$ cat src/rtl/fetch_unit.sv
// Instruction fetch stage: owns the PC, issues sequential word requests to imem and
// buffers in-order responses for decode; a redirect flushes buffered and in-flight fetches.
module fetch_unit #(
  parameter int              XLEN     = 32,
  parameter logic [XLEN-1:0] RESET_PC = '0,
  parameter int              DEPTH    = 2
) (
  input  logic            clk,
  input  logic            rst_n,
  output logic            imem_req_valid,
  input  logic            imem_req_ready,
  output logic [XLEN-1:0] imem_req_addr,
  input  logic            imem_resp_valid,
  input  logic [XLEN-1:0] imem_resp_data,
  input  logic            redirect_valid,
  input  logic [XLEN-1:0] redirect_pc,
  output logic            inst_valid,
  input  logic            inst_ready,
  output logic [XLEN-1:0] inst,
  output logic [XLEN-1:0] inst_pc
);

  localparam int CW = $clog2(DEPTH + 1);
  localparam int PW = (DEPTH > 1) ? $clog2(DEPTH) : 1;
  localparam logic [XLEN-1:0] NOP = XLEN'(32'h0000_0013);

  logic [XLEN-1:0] pc_q, pc_d;
  logic [CW-1:0]   inflight_q, inflight_d;
  logic [CW-1:0]   drop_q, drop_d;
  logic [CW-1:0]   count_q, count_d;
  logic [PW-1:0]   head_q, head_d, tail_q, tail_d;
  logic [PW-1:0]   pq_head_q, pq_head_d, pq_tail_q, pq_tail_d;

  logic [XLEN-1:0] fifo_data_q [DEPTH];
  logic [XLEN-1:0] fifo_pc_q   [DEPTH];
  logic [XLEN-1:0] pq_q        [DEPTH];

  logic          req_fire, resp_fire, resp_keep, pop;
  logic [CW:0]   slots_used;

  function automatic logic [PW-1:0] ptr_inc(input logic [PW-1:0] p);
    return (p == PW'(DEPTH - 1)) ? '0 : p + 1'b1;
  endfunction

  // The slot being popped this cycle counts as free, which keeps one fetch per cycle
  // in steady state; the request gate then depends combinationally on inst_ready.
  assign pop        = inst_valid && inst_ready;
  assign slots_used = {1'b0, inflight_q} + {1'b0, count_q} - {{CW{1'b0}}, pop};

  assign imem_req_valid = rst_n && !redirect_valid && (slots_used < (CW+1)'(DEPTH));
  assign imem_req_addr  = pc_q;
  assign req_fire       = imem_req_valid && imem_req_ready;
  assign resp_fire      = imem_resp_valid && (inflight_q != '0);
  assign resp_keep      = resp_fire && (drop_q == '0) && !redirect_valid;

  assign inst_valid = (count_q != '0);
  assign inst       = inst_valid ? fifo_data_q[head_q] : NOP;
  assign inst_pc    = inst_valid ? fifo_pc_q[head_q] : '0;

  always_comb begin
    // NOTE: every always_comb target gets a default first so no path infers a latch.
    pc_d       = pc_q;
    inflight_d = inflight_q + CW'(req_fire) - CW'(resp_fire);
    drop_d     = drop_q;
    count_d    = count_q;
    head_d     = head_q;
    tail_d     = tail_q;
    pq_head_d  = pq_head_q;
    pq_tail_d  = pq_tail_q;

    if (req_fire)  pq_tail_d = ptr_inc(pq_tail_q);
    if (resp_fire) pq_head_d = ptr_inc(pq_head_q);

    if (redirect_valid) begin
      // Everything still outstanding after this edge belongs to the old path.
      pc_d    = redirect_pc & ~XLEN'(3);
      drop_d  = inflight_d;
      count_d = '0;
      head_d  = '0;
      tail_d  = '0;
    end else begin
      if (req_fire) pc_d = pc_q + XLEN'(4);
      if (resp_fire && (drop_q != '0)) drop_d = drop_q - 1'b1;
      if (resp_keep) tail_d = ptr_inc(tail_q);
      if (pop)       head_d = ptr_inc(head_q);
      count_d = count_q + CW'(resp_keep) - CW'(pop);
    end
  end

  always_ff @(posedge clk or negedge rst_n) begin
    if (!rst_n) begin
      pc_q       <= RESET_PC;
      inflight_q <= '0;
      drop_q     <= '0;
      count_q    <= '0;
      head_q     <= '0;
      tail_q     <= '0;
      pq_head_q  <= '0;
      pq_tail_q  <= '0;
    end else begin
      pc_q       <= pc_d;
      inflight_q <= inflight_d;
      drop_q     <= drop_d;
      count_q    <= count_d;
      head_q     <= head_d;
      tail_q     <= tail_d;
      pq_head_q  <= pq_head_d;
      pq_tail_q  <= pq_tail_d;
    end
  end

  // NOTE: storage arrays are not reset; the counters and pointers alone define validity.
  always_ff @(posedge clk) begin
    if (req_fire) pq_q[pq_tail_q] <= pc_q;
    if (resp_keep) begin
      fifo_data_q[tail_q] <= imem_resp_data;
      fifo_pc_q[tail_q]   <= pq_q[pq_head_q];
    end
  end

  a_no_orphan_resp: assert property (@(posedge clk) disable iff (!rst_n)
    !(imem_resp_valid && (inflight_q == '0)));
  a_drop_bounded: assert property (@(posedge clk) disable iff (!rst_n)
    drop_q <= inflight_q);
  a_credit_bounded: assert property (@(posedge clk) disable iff (!rst_n)
    ({1'b0, inflight_q} + {1'b0, count_q}) <= (CW+1)'(DEPTH));

endmodule

$ cat config.mk
export PLATFORM = sky130hd
export DESIGN_NAME = fetch_unit
export DESIGN_NICKNAME = d
export VERILOG_FILES = /design/src/rtl/fetch_unit.sv
export SDC_FILE = /design/constraint.sdc
export NUM_CORES = 1
export LEC_CHECK = 0
export CAP_MARGIN = 20
export CORE_MARGIN = 2
export CORE_UTILIZATION = 52
export DETAILED_ROUTE_END_ITERATION = 8
export DONT_BUFFER_PORTS = 1
export GPL_TIMING_DRIVEN = 0
export PLACE_DENSITY = 0.67
export SYNTH_ARGS = -nofsm -noshare
export SYNTH_HDL_FRONTEND = slang
export SYNTH_SLANG_ARGS = --single-unit
$ cat constraint.sdc
create_clock -name clk -period 4.8 [get_ports clk]
set_clock_uncertainty 0.05 [all_clocks]
set_input_delay 0.24 -clock clk [delete_from_list [all_inputs] [get_ports clk]]
set_output_delay 0.24 -clock clk [all_outputs]
set_load 0.005 [all_outputs]
==> flow_summary.yaml, run 1 <==
layout:
  multiInputGateArea_um2: 2550
  postLayoutCellArea_um2: 11000
  final_cell_mix: "184 x edfxtp_1, 79 x nor2_1, 64 x dlygate4sd3_1"
  syn_to_final_growth_pct: 18.9
  drive_gt1_frac: 0.111
  fillerInstances: 1269
  diodes: 0
  final_core_util: 0.632
  seq_area_um2: 6530
  nets: 809
  final_common_cell: "edfxtp_1"
sta:
  period_minus_slack_ns: 3.79
  finalSetupViolations: 0
  relSlewSlack: 0.404
  period_share: 0.789
  finalHoldViolations: 0
  fin_ws_ns: 1.01
  drv_slew: 0
  finalSetupTns_ns: 0
  rsz0062_at_grt: "false"
  clock.fmax_mhz: 264
  tightest_slew_ns: 0.892
logic_synthesis:
  ys.flop_type: "edfxtp_1"
  yosysUniqueCellTypes: 44
  synth-edff-count: 184
  avgSynthCellArea_um2: 14.6
  synthCells: 634
  ys_ff_latch: 224
  yosysWarnings: 0
  syn_area_um2: 9230
  ys_seq_area_frac: 0.707
  async_flop_share: 0.179
setup_path:
  worst-path-max-fanout: 10
  endpoint: "drop_q[1]"
  r2r-start: "count_q[1]"
  crit_arrival_ns: 4.15
  crit_chain: "inv_1 > ha_1 > fa_1 > xnor2_1 > nor4b_4 > inv_2 > clkbuf_1 > ha_1 > inv_1 > ha_1 > xnor2_1 > xnor2_1 > nand2_1 > o21ai_0"
  slowest_delay_ns: 0.66
  r2r_setup_slack_ns: 1.01
  start_kind: "flop"
  crit_cells: 14
  ff2ff_path_depth: 14
  worstPathRequired_ns: 5.16
  cp_top_family: "adder cells"
  worst_path_max_delay_cell: "nor4b_4"
  crit_path_end_kind: "flop"
  path_class: "reg -> reg"
  critPathBufInv: 4
  critical_path.startpoint: "count_q[1]"
  r2r_end: "drop_q[1]"
power_and_ir_drop:
  ir_drop_mv: 0.371
  p_per_area_nw_per_um2: 483
  power.total_mw: 5.30
  cellLeakagePower_nw: 3.76
route:
  route.met2.wl_um: 9340
  drtIter0Drc: 353
  dr_total_vias: 5459
  wl_met3_um: 1660
  routedLengthMet1_um: 7770
  drc_errors: 0
  wl_per_cell_um: 19.6
  via_per_inst: 5.62
  routed_wl_um: 19000
  drt_pass1_iterations: 5
  antenna_left: 0
  routed.top_layer: "met4"
min_path:
  whs_path_depth: 3
  hp-class: "in -> reg"
placement:
  place_ws_ns: 1.02
  dpl_cell_area_um2: 9630
  place.gp.congestion: 0.880
  dp.final_hpwl_um: 13000
  portBuffers: 0
cts:
  postCtsSetupBuffers: 0
  cts_buffer_depth: 3
  insertion_delay_ns: 0.49
  numCtsBuffers: 23
  cts_tree: "done"
  clk_pin_slew_worst_paths_ns: 0.06
  cts_max_level: 1
  ctsResizeCount: 0
  cts.sinks: 224
  root_buffer: "clkbuf_16"
die:
  die_height_um: 137
  die_area_um2: 18800
  die_w_um: 137
  core-area_um2: 17400
  ios: 168
  initial_core_util: 0.532
  rows: 48
grt:
  grt_pass1_wl_um: 28900
  antenna_found_initial: 0
  grt.overflow.total: 0
  grt_max_degree: 41
  grt.total_usage: 0.201
  grt_pass1_vias: 5578
outcome:
  status: "finished clean"
job:
  cap_violations: 0
## metal layers
metal,vias up,GRT usage
met5,-,0
li1,2558,-
met3,25,0.0522
met4,0,0.0573
met1,2645,0.260
met2,231,0.339
## cell type report
type	count	share of cell area
clock inverters	8	0.00604
multi-input cells	368	0.233
flip-flops and latches	224	0.594
well taps	225	0.0256
plain buffers	32	0.0127
clock buffers	33	0.0568
inverters	13	0.00444
repair buffers	69	0.0675
## cells in the mapped netlist (5+ instances only)
library cell	count	area, um^2
buf_1	10	37.5
nand2_1	40	150
o211ai_1	11	82.6
o311ai_0	10	87.6
edfxtp_1	184	5530
nor2_1	82	308
a22oi_1	5	37.5
nand3_1	20	100
and2_1	6	37.5
dfrtp_1	40	1000
xnor2_1	9	78.8
nor2b_1	11	68.8
mux2i_1	63	631
o21ai_0	25	125
mux2_2	31	349
inv_1	12	45.0
ha_1	7	87.6
clkbuf_1	15	56.3
## cell families (layout without fill, tap and decap cells)
| kind of cell | Yosys count | after routing | synth area share |
|---|---|---|---|
| flip-flops | 224 | 224 | 0.707 |
| AO/OA/AOI/OAI | 63 | 63 | 0.0454 |
| adder cells (fa/ha/maj) | 8 | 8 | 0.0117 |
| other | 1 | 4 | 0.000406 |
| buffers and inverters | 45 | 155 | 0.0203 |
| XOR/XNOR | 10 | 10 | 0.00949 |
| multiplexers | 94 | 94 | 0.106 |
| AND/OR/NAND/NOR | 189 | 189 | 0.0996 |
## through the flow
step	cells	hold WS (ns)
6_report	972	0.0190
5_1_grt	972	0.0189
4_1_cts	972	0.00492
3_5_place_dp	866	-0.104
3_3_place_gp	862	-0.104
2_1_floorplan	637	-0.106
## worst reg2reg max path, stage by stage, from the launching register on
cell      delay (ns)
dfrtp_1         0.41
inv_1           0.06
ha_1            0.29
fa_1            0.44
xnor2_1         0.19
nor4b_4         0.66
inv_2           0.17
clkbuf_1        0.33
ha_1            0.38
inv_1           0.04
ha_1            0.17
xnor2_1         0.17
xnor2_1         0.16
nand2_1         0.09
o21ai_0         0.11
## sequential cells by signal, summed over array words and instances, names as in the netlist
register,count
imem_req_addr,30
head_q,1
pq_tail_q,1
count_q,2
fifo_data_q,64
inflight_q,2
drop_q,2
tail_q,1
fifo_pc_q,60
pq_head_q,1
pq_q,60
## power by group
| part | switching [mW] | internal [mW] | total (mW) | leakage [nW] |
|---|---|---|---|---|
| sequential | 0.172 | 2.39 | 2.56 | 2.15 |
| clock | 0.665 | 0.954 | 1.62 | 0.337 |
| combinational | 0.649 | 0.475 | 1.12 | 1.27 |
| total | 1.49 | 3.82 | 5.30 | 3.76 |
## how the worst min path moves through the flow
stage | to | start | slack [ns]
2_1_floorplan | count_q[0] | rst_n | -0.11
3_3_place_gp | imem_req_addr[27] | rst_n | -0.10
3_5_place_dp | imem_req_addr[25] | rst_n | -0.10
4_1_cts | head_q | inst_ready | 0.005
5_1_grt | head_q | inst_ready | 0.02
6_report | head_q | inst_ready | 0.02
## timing repair
item                                    4_1_cts  5_1_grt
hold endpoints to repair                    135        0
endpoints found under the setup margin        0        0
hold buffers                                 65        0
Power figures use the tool's default switching activity.
==> run 2: changes to the inputs <==
Settings changed: ABC_AREA set to 1, PLACE_DENSITY 0.67 to 0.7.
Clock period 4.8 ns to 3.1 ns, I/O delays scaled along.
==> run 2 against run 1 <==
The run now ends with design-rule violations, negative setup slack left. Maximum frequency up 22%. Sequential cell count stayed put. Worst hold slack better by 0.00069 ns. Routed wire length grew 16%. Synthesized area grew 4.3%. Via count up 23%. Global-route usage rose by 2.1 points. Critical path depth up 2. Combinational power increased by 110%. Total power increased by 78%. Count of clock-buffer cells in the layout decreased by 5. Final cell count rose by 32%. Critical path type unchanged.
==> flow_summary.yaml, run 2 <==
outcome:
  status: "finished, violations left"
  violations: "design-rule violations, negative setup slack"
cts:
  clk_pin_slew_worst_paths_ns: 0.06
  cts_tree: "done"
  numCtsBuffers: 24
  cts_max_level: 1
  cts.sinks: 224
  insertion_delay_ns: 0.52
  root_buffer: "clkbuf_16"
  cts_buffer_depth: 3
setup_path:
  r2r-start: "count_q[1]"
  ff2ff_path_depth: 16
  r2r_end: "drop_q[1]"
  crit_path_end_kind: "flop"
  start_kind: "flop"
  worst-path-max-fanout: 6
  worstPathRequired_ns: 3.48
  crit_arrival_ns: 3.50
  path_class: "reg -> reg"
  r2r_setup_slack_ns: -0.01
layout:
  top_regs: "fifo_data_q x64, fifo_pc_q x60, pq_q x60"
  drive_gt1_frac: 0.0864
  fillerInstances: 1378
  final_cell_mix: "378 x nand2_1, 184 x edfxtp_1, 76 x nand3_1"
  diodes: 0
  postLayoutCellArea_um2: 11700
  regMostFlops: "fifo_data_q"
  final_common_cell: "nand2_1"
  nets: 1113
  syn_to_final_growth_pct: 21.6
  largest_reg_flops: 64
logic_synthesis:
  ys_seq_area_frac: 0.678
  yosysWarnings: 0
  syn_area_um2: 9630
  yosys.area.top_type_share: 0.574
  synth_top_area_cell: "edfxtp_1"
  async_flop_share: 0.179
  yosysUniqueCellTypes: 30
  synthTopCellsByArea: "edfxtp_1 57%, nand2_1 15%, dfrtp_1 10%"
  avgSynthCellArea_um2: 10.4
  ys_ff_latch: 224
  post-synth-top-count-cell: "nand2_1"
  synth-edff-count: 184
  synthCells: 930
  synth_top_cells_by_count: "380 x nand2_1, 184 x edfxtp_1, 77 x nand3_1"
  ys.flop_type: "edfxtp_1"
die:
  initial_core_util: 0.532
  die_area_um2: 19600
  rows: 49
  core-area_um2: 18100
  die_height_um: 140
  ios: 168
  die_w_um: 140
route:
  routed_wl_um: 22000
  via_per_inst: 5.24
  drc_errors: 17
  wl_per_cell_um: 17.1
  drt_pass1_iterations: 7
  drtIter0Drc: 458
  antenna_left: 0
  dr_total_vias: 6713
min_path:
  hp-class: "in -> reg"
  whs_endpoint: "imem_req_addr[21]"
  worstHoldStart: "redirect_valid"
  whs_path_depth: 5
grt:
  grt_max_degree: 41
  grt_pass1_wl_um: 34500
  antenna_found_initial: 1
  grt_pass1_vias: 6738
  grt.total_usage: 0.222
  grt.overflow.total: 0
sta:
  period_minus_slack_ns: 3.11
  fin_ws_ns: -0.0119
  clock.fmax_mhz: 321
  period_share: 1.00
  relSlewSlack: 0.418
  finalSetupViolations: 1
  hold_slack_ns: 0.0197
  finalHoldViolations: 0
  rsz0062_at_grt: "true"
  drv_slew: 0
  tightest_slew_ns: 0.871
power_and_ir_drop:
  p_per_area_nw_per_um2: 805
  ir_drop_mv: 0.488
  cellLeakagePower_nw: 4.61
placement:
  portBuffers: 0
  dp.final_hpwl_um: 14700
  place.gp.congestion: 0.889
  dpl_cell_area_um2: 10100
job:
  cap_violations: 0
[run 2: cell types whose count changed in the layout (fill, tap and decap cells not counted), moves of 20 or more]
cell     change
nand2_1    +338
o21ai_0     -20
mux2_2      -31
nor2_1      -40
inv_1       +36
nand3_1     +56
mux2i_1     -63
a21oi_1     +56
[run 2: per-stage QoR]
step	power, mW	util	TNS, ns	std cells	worst slack [ns]
floorplan	5.52	-	-40.19	933	-0.670
global placement	6.14	0.549	-220.55	1162	-1.94
detailed placement	6.23	0.557	-49.30	1167	-0.847
CTS	9.45	0.647	-0.000668	1281	-0.000668
global route	9.92	0.647	-6.58	1282	-0.174
finish	9.43	0.647	-0.0119	1282	-0.0119
[run 2: repair_timing]
item | in CTS | in global routing
endpoints found under the hold margin | 135 | 0
setup buffers | 5 | 1
endpoints found under the setup margin | 91 | 67
hold buffers | 66 | 0
pin swaps | 11 | 6
gates resized for setup | 13 | 1
[run 2: critical path, cell delays in order, from the launching register on]
cell,delay (ns)
dfrtp_1,0.40
nor2_4,0.16
clkinvlp_4,0.21
nand2_2,0.14
inv_2,0.06
nand2_2,0.08
inv_2,0.04
fa_1,0.50
nand3_2,0.07
nand3b_4,0.24
ha_4,0.31
inv_2,0.03
ha_4,0.15
xnor2_2,0.16
xor2_1,0.20
nand2_1,0.10
o211ai_1,0.11
[run 2: worst max-delay path by stage]
stage / startpoint / to / cells after the start
after floorplan: count_q[1] / pq_q[0][10] / 11
after global placement: count_q[1] / pq_q[1][8] / 11
after detailed placement: count_q[1] / drop_q[1] / 17
after CTS: count_q[0] / drop_q[1] / 16
after global routing: count_q[1] / drop_q[1] / 16
final: count_q[1] / drop_q[1] / 16
[run 2: area by class of cell]
class                           instances  area (um^2)  area share
Timing Repair Buffer                   77          846      0.0722
Inverter                               56          214      0.0183
Sequential cell                       224         6530       0.557
Multi-Input combinational cell        612         2800       0.239
Clock buffer                           28          626      0.0534
Tap cell                              229          287      0.0245
Clock inverter                         16          223      0.0190
Buffer                                 40          190      0.0162
[run 2: power by group]
part           internal [mW]  switching, mW
Combinational          0.750           1.59
Sequential              3.76          0.315
Clock                   1.87           1.15
[run 2: per-layer routing]
layer	vias to the layer above	GRT usage	share of wire
li1	3297	-	-
met1	3151	0.289	0.42
met2	229	0.383	0.49
met3	34	0.0451	0.073
met4	2	0.0633	0.017
met5	-	0	0.00055
[run 2: cell families after synthesis]
group / count (synthesis) / share of synthesized area
compound gates: 75 / 0.0415
xor+xnor: 13 / 0.0118
fa+ha+maj: 8 / 0.0112
buf+inv: 97 / 0.0421
flops: 224 / 0.678
other cells: 1 / 0.000390
simple gates: 512 / 0.215
